$ cat src/rtl/reg_write_arbiter.sv
// Round-robin arbiter that funnels N requesters into one shared register,
// writing for one cycle and then checking the register's read-back value.
module reg_write_arbiter #(
  parameter int          WIDTH         = 8,
  parameter int          NUM_REQ       = 4,
  parameter logic [15:0] WR_COUNT_INIT = 16'h0000,
  localparam int         GW            = $clog2(NUM_REQ)
) (
  input  logic                     clk,
  input  logic                     rst,
  input  logic [NUM_REQ-1:0]       req_valid,
  input  logic [NUM_REQ*WIDTH-1:0] req_data,
  output logic [NUM_REQ-1:0]       req_ready,
  output logic                     reg_en,
  output logic [WIDTH-1:0]         reg_d,
  input  logic [WIDTH-1:0]         reg_q,
  input  logic                     err_clr,
  output logic                     busy,
  output logic [GW-1:0]            last_grant,
  output logic                     err,
  output logic [15:0]              wr_count
);

  typedef enum logic [1:0] {IDLE, WRITE, CHECK} state_t;

  state_t           state, state_nx;
  logic [WIDTH-1:0] data_q;
  logic [GW-1:0]    grant;
  logic [GW-1:0]    cand;
  logic             any_valid;
  logic             accept;

  // Search begins one past the last winner so every requester gets a turn.
  always_comb begin
    grant     = last_grant;
    cand      = last_grant;
    any_valid = 1'b0;
    for (int i = 1; i <= NUM_REQ; i++) begin
      cand = GW'((int'(last_grant) + i) % NUM_REQ);
      if (!any_valid && req_valid[cand]) begin
        any_valid = 1'b1;
        grant     = cand;
      end
    end
  end

  assign accept = (state == IDLE) && any_valid && !rst;

  always_comb begin
    req_ready = '0;
    for (int i = 0; i < NUM_REQ; i++) begin
      req_ready[i] = accept && (grant == GW'(i));
    end
  end

  always_comb begin
    state_nx = state;
    case (state)
      IDLE:    if (accept) state_nx = WRITE;
      WRITE:   state_nx = CHECK;
      CHECK:   state_nx = IDLE;
      default: state_nx = IDLE;
    endcase
  end

  assign reg_en = (state == WRITE);
  assign busy   = (state != IDLE);
  assign reg_d  = data_q;

  always_ff @(posedge clk) begin
    if (rst) begin
      state      <= IDLE;
      data_q     <= '0;
      last_grant <= GW'(NUM_REQ - 1);
      err        <= 1'b0;
      wr_count   <= WR_COUNT_INIT;
    end else begin
      state <= state_nx;
      if (accept) begin
        data_q     <= req_data[int'(grant)*WIDTH +: WIDTH];
        last_grant <= grant;
      end
      // A mismatch in the same cycle as err_clr must leave err set.
      if (state == CHECK && reg_q != data_q) begin
        err <= 1'b1;
      end else if (err_clr) begin
        err <= 1'b0;
      end
      if (state == CHECK && wr_count != 16'hFFFF) begin
        wr_count <= wr_count + 16'd1;
      end
    end
  end

endmodule

$ cat config.mk
export PLATFORM = sky130hd
export DESIGN_NAME = reg_write_arbiter
export DESIGN_NICKNAME = d
export VERILOG_FILES = /design/src/rtl/reg_write_arbiter.sv
export SDC_FILE = /design/constraint.sdc
export NUM_CORES = 1
export LEC_CHECK = 0
export BUFFER_PORTS_ARGS = -buffer_cell sky130_fd_sc_hd__buf_2
export CAP_MARGIN = 15
export CORE_UTILIZATION = 45
export DETAILED_ROUTE_END_ITERATION = 16
export PLACE_DENSITY_LB_ADDON = 0.25
export SYNTH_ARGS = -nofsm -noshare
export SYNTH_HDL_FRONTEND = slang
export SYNTH_SLANG_ARGS = --single-unit
export TNS_END_PERCENT = 20
$ cat constraint.sdc
create_clock -name clk -period 2.93 [get_ports clk]
set_input_delay 0.1465 -clock clk [delete_from_list [all_inputs] [get_ports clk]]
set_output_delay 0.1465 -clock clk [all_outputs]
set_load 0.005 [all_outputs]
==> results of run 1 <==
[report_power, final]
group / internal (W) / switching, W / total, W
clock network: 0.000186 / 0.000145 / 0.000331
registers: 0.000426 / 0.0000345 / 0.000460
logic: 0.000141 / 0.000129 / 0.000270
total: 0.000753 / 0.000309 / 0.00106
[layout make-up]
class	instances	area, sq um
Fill cell	348	1430
Clock buffer	7	86.3
Timing Repair Buffer	84	433
Inverter	2	7.51
Multi-Input combinational cell	162	1150
Sequential cell	29	581
Tap cell	48	60.1
[worst paths after layout]
path	slack (ps)	to	depth (start not counted)	startpoint
worst max-delay path	680	req_ready[2]	6	last_grant[1]
worst min-delay path	130	err	3	err_clr
worst max register to register	870	reg_d[6]	6	last_grant[1]
worst min register to register	470	err	2	err
[kinds of logic after synthesis]
logic type,count (synthesis),synth area share [%]
AND/OR/NAND/NOR,92,28.8
AO/OA/AOI/OAI,30,13.3
flip-flops,29,32.2
XOR/XNOR,20,9.73
multiplexers,19,11.1
buffers and inverters,14,4.10
adder cells (fa/ha/maj),1,0.695
[cell usage in the layout, fill, tap and decap left out, types with 2 or more instances in the layout]
cell,synthesis,layout
nor2_1,18,18
a21oi_1,6,6
inv_1,2,2
nor4b_2,2,2
nor4_1,2,2
and2_1,2,2
buf_4,2,5
nand2_1,17,17
buf_2,5,79
a221o_1,3,3
mux2i_1,11,11
nand2b_1,2,2
clkbuf_8,0,6
nor3_2,4,4
o211ai_1,5,5
nand4_1,4,4
xnor2_1,20,20
or3_1,2,2
o21ai_0,2,2
mux2_2,8,8
nor2b_1,6,6
a211oi_1,6,6
nand3_1,21,21
dfxtp_1,29,29
a211o_1,2,2
[flip-flops by register name, summed over array words and instances (netlist names)]
name and flops:
err 1, wr_count 16, reg_d 8, state 2, last_grant 2
[per-layer routing]
metal	up-vias	track usage (%)
li1	887	-
met3	8	7.12
met2	71	38.3
met5	-	0
met1	769	22.5
met4	0	10.6
[worst reg2reg max path, stage by stage, from the launching register on]
cell and delay, ps:
dfxtp_1 480, mux2i_1 240, nor2_1 70, nor3_2 420
buf_4 340, mux2_2 360, o211ai_1 80
[per-stage QoR]
stage / instance area, sq um / hold slack [ps] / cells
global route: 2310 / 129 / 332
global placement: 2230 / 418 / 325
CTS: 2310 / 123 / 332
floorplan: 1800 / 328 / 205
detailed placement: 2230 / 424 / 325
finish: 2310 / 125 / 332
==> run metrics, run 1 <==
status=complete, no violations; Worst path max stage delay=480 ps; worst slack, placed=890 ps; Slew Viols, Final=0; peak supply drop=0.230 mV; Final min period=2250 ps; Clock Skews=5.08 ps; number of synthesis warnings=0; CP endpoint kind=output pin; antenna viol nets, final=0; Resized cells post-CTS=0; Post-CTS Setup Repair Bufs=0; drt first pass iters=4; Layout area overhead=28.5%; via/cell ratio=5.23; met1 WL=1740 microns; FF+latch count, synth=29; Starting Density=48.1%; fin worst setup slack=685 ps; Sink Count=29; critical-path maximum fanout=16; Synth Area per Inst=8.78 sq um; nets=332; count of input and output buffers=79; cell area after synthesis=0.00180 sq mm; PwrDens=459 mW/mm^2; total track usage=21.5%; top routing layer in use=met4; Buf+Inv Stages, Crit Path=2; Largest delay share family, worst path=simple AND/OR/NAND/NOR gates; wirelength, routed=4220 microns; share of layout cells above drive strength 1=38.7%; met3 routed WL=336 microns; Final TNS setup=0 ps; post-route DRC violation count=0; post-synth top area cell=dfxtp_1; kind of critical path=reg2out; unrepaired setup endpoints after global routing=false; Synth top area share=32.2%; gpl congestion=0.838; H-tree Lvls=2; row count=22; Syn Nets=253; Vias=1735; Core ar.=0.00374 sq mm; startpoint types=flip-flop; sequential fraction of the synthesis area=32.2%; initial antenna violation count=0; Synth top cells by count=29 x dfxtp_1, 21 x nand3_1, 20 x xnor2_1; chip height=65.3 microns; Post-Synthesis Cells=205; Slowest-stage cell, CP=dfxtp_1; CTS max path bufs=2; met2 wire length=2060 microns; most instantiated library cell after synthesis=dfxtp_1; Worst-path clk slew=60 ps; DR WL/cell=12.7 microns; clk root buf=clkbuf_8; Max Freq=445 MHz; CTS tree=built; Rel. slew slack=60.3%; Setup Viol. Count Final=0; worst slew pin tran=594 ps; fin crit share=76.6%; cts bufs inserted=5; dpl hpwl=3200 microns; largest net degree at the start of global routing=24; Area contributors post-synth=dfxtp_1 32%, xnor2_1 9.7%, mux2i_1 6.1%; global-route wire length before repair=6960 microns; Yosys cell types=45; worst endpoint required time=2780 ps; vias in the first global route=1637; type of the tightest min-delay check=in2reg; die area=0.00426 sq mm; DRT iter0 DRCs=70; Post-Route Utilization=61.8%; Final Power=0.00106 W; endpoints failing hold=0; Die X=65.3 microns; clk_lat worst skew=280 ps; CTS Hold Buffers Added=0; top_reg_cell synth=dfxtp_1; Async SR Flop Fraction=0%; LEAKAGE=0.966 nW; Ports=80; max-cap violation count=0; gr ovfl total=0; number of synthesized flops with an enable pin=0; CP Data Arrival Time=2100 ps; CP cell instances=mux2i_1 -> nor2_1 -> nor3_2 -> buf_4 -> and3_1 -> buf_2; ant diodes=0
No activity file was read; power rests on OpenSTA's default activity.
==> run 2: changes to the inputs <==
--- a/config.mk
+++ b/config.mk
@@ -7,7 +7,7 @@
 export LEC_CHECK = 0
 export BUFFER_PORTS_ARGS = -buffer_cell sky130_fd_sc_hd__buf_2
 export CAP_MARGIN = 15
-export CORE_UTILIZATION = 45
+export CORE_UTILIZATION = 43
 export DETAILED_ROUTE_END_ITERATION = 16
 export PLACE_DENSITY_LB_ADDON = 0.25
 export SYNTH_ARGS = -nofsm -noshare
==> constraint.sdc (replaced) <==
create_clock -name clk -period 1.89 [get_ports clk]
set_input_delay 0.0945 -clock clk [delete_from_list [all_inputs] [get_ports clk]]
set_output_delay 0.0945 -clock clk [all_outputs]
set_load 0.005 [all_outputs]
==> run 2 against run 1 <==
Compared with the run above: die area increased by 4.5%; clock power is 71% higher; count of clock-buffer cells in the layout is the same; worst setup slack got worse by 650 ps; sequential cell count is the same; critical path depth fell by 1; power increased by 64%; critical endpoint is now req_ready[1]; largest power group unchanged; highest routed layer unchanged.
==> run metrics, run 2 (synthesis results as in run 1) <==
Max Freq=540 MHz; Psw=0.000502 W; Die X=66.7 microns; die area=0.00445 sq mm; antenna viol nets, final=0; kind of critical path=reg2out; Worst-path clk slew=60 ps; peak supply drop=0.359 mV; Fin Hold WS=72.2 ps; Post-Route Utilization=62.5%; via/cell ratio=5.20; placed instance count=346; critical-path maximum fanout=9; total track usage=20.6%; Final min period=1850 ps; Layout area overhead=38.8%; Clock Skews=3.72 ps; fin crit share=97.9%; initial antenna violation count=0; crit path from=last_grant[1]; ant diodes=0; dpl hpwl=3340 microns; startpoint types=flip-flop; gr ovfl total=0; row count=23; LEAKAGE=1.08 nW; Seq pwr share=40.8%; Post-CTS Setup Repair Bufs=0; Core ar.=0.00400 sq mm; hold path start=err_clr; max FFs per register=16; Reg with most FFs=wr_count; count of input and output buffers=79; switch share=28.8%; FF-to-FF Start=last_grant[1]; endpoints failing hold=0; chip height=66.7 microns; post-route DRC violation count=0; vias in the first global route=1693; global-route wire length before repair=6980 microns; Logic pwr share=26.6%; drt first pass iters=4; worst slack, placed=-269 ps; clk_lat worst skew=280 ps; PwrDens=696 mW/mm^2; worst endpoint required time=1800 ps; nets=351; clk root buf=clkbuf_8; Final TNS setup=0 ps; type of the tightest min-delay check=in2reg; cell internal pwr=0.00124 W; CTS tree=built; wirelength, routed=4300 microns; Starting Density=45.0%; status=complete, no violations; DRT iter0 DRCs=99; CTS max path bufs=2; largest net degree at the start of global routing=24; worst slew pin tran=796 ps; H-tree Lvls=2; max-cap violation count=0; Rel. slew slack=46.6%; DR WL/cell=12.1 microns; CP endpoint kind=output pin; gpl congestion=0.761; Sink Count=29; Vias=1841; Ports=80; Setup Viol. Count Final=0; commonest non-fill, non-tap cell in the layout=buf_2; unrepaired setup endpoints after global routing=true; most frequent cells in the layout=79 x buf_2, 26 x dfxtp_1, 22 x buf_4; CP Data Arrival Time=1760 ps; Clk network pwr share=32.6%; Fillers=355; Finished Layout Cells=354; fin worst setup slack=38.9 ps; Slew Viols, Final=0; share of layout cells above drive strength 1=45.1%; cts bufs inserted=5
-- run 2: changes by cell type in the layout (fill, tap and decap cells not counted), sizes merged --
| cell | change |
|---|---|
| clkinv | +1 |
| buf | +19 |
-- run 2: cell type report --
class / count / area [sq um] / area share, %
Tap cell: 50 / 62.6 / 2.50
Clock buffer: 7 / 96.3 / 3.85
Multi-Input combinational cell: 162 / 1160 / 46.3
Timing Repair Buffer: 103 / 583 / 23.3
Clock inverter: 1 / 5.00 / 0.200
Sequential cell: 29 / 587 / 23.5
Inverter: 2 / 7.51 / 0.300
-- run 2: metal layers --
metal	GRT usage, %	routed length [microns]
met2	36.0	2080
met3	5.48	250
met1	23.3	1920
met5	0	0
met4	8.51	55
-- run 2: through the flow --
step	cell area, sq um	power (W)
after floorplan	1800	0.000999
after global placement	2370	0.00117
after detailed placement	2370	0.00117
after CTS	2490	0.00176
after global routing	2500	0.00183
final	2500	0.00174
-- run 2: timing repair --
| action | 4_1_cts | 5_1_grt |
|---|---|---|
| hold buffers | 0 | 0 |
| pin swaps | 1 | 3 |
| gates resized for setup | 4 | 5 |
| setup endpoints to repair | 11 | 12 |
-- run 2: critical path, stage by stage (launching register included) --
cell	delay, ps
dfxtp_4	360
or3_4	390
o31a_1	230
nor3_2	230
nor2b_1	160
buf_2	110
-- run 2: final timing paths --
path	cells after the start	endpoint	slack [ps]
worst max-delay path	5	req_ready[1]	40
worst min-delay path	3	err	70
worst max register to register	7	reg_d[3]	60
worst min register to register	2	err	470
-- run 2: power groups by stage --
stage	sequential, W	clock, W	combinational (W)
2_1_floorplan	0.000717	0	0.000283
3_3_place_gp	0.000722	0	0.000444
3_5_place_dp	0.000723	0	0.000451
4_1_cts	0.000710	0.000587	0.000462
5_1_grt	0.000717	0.000608	0.000506
6_report	0.000710	0.000567	0.000462
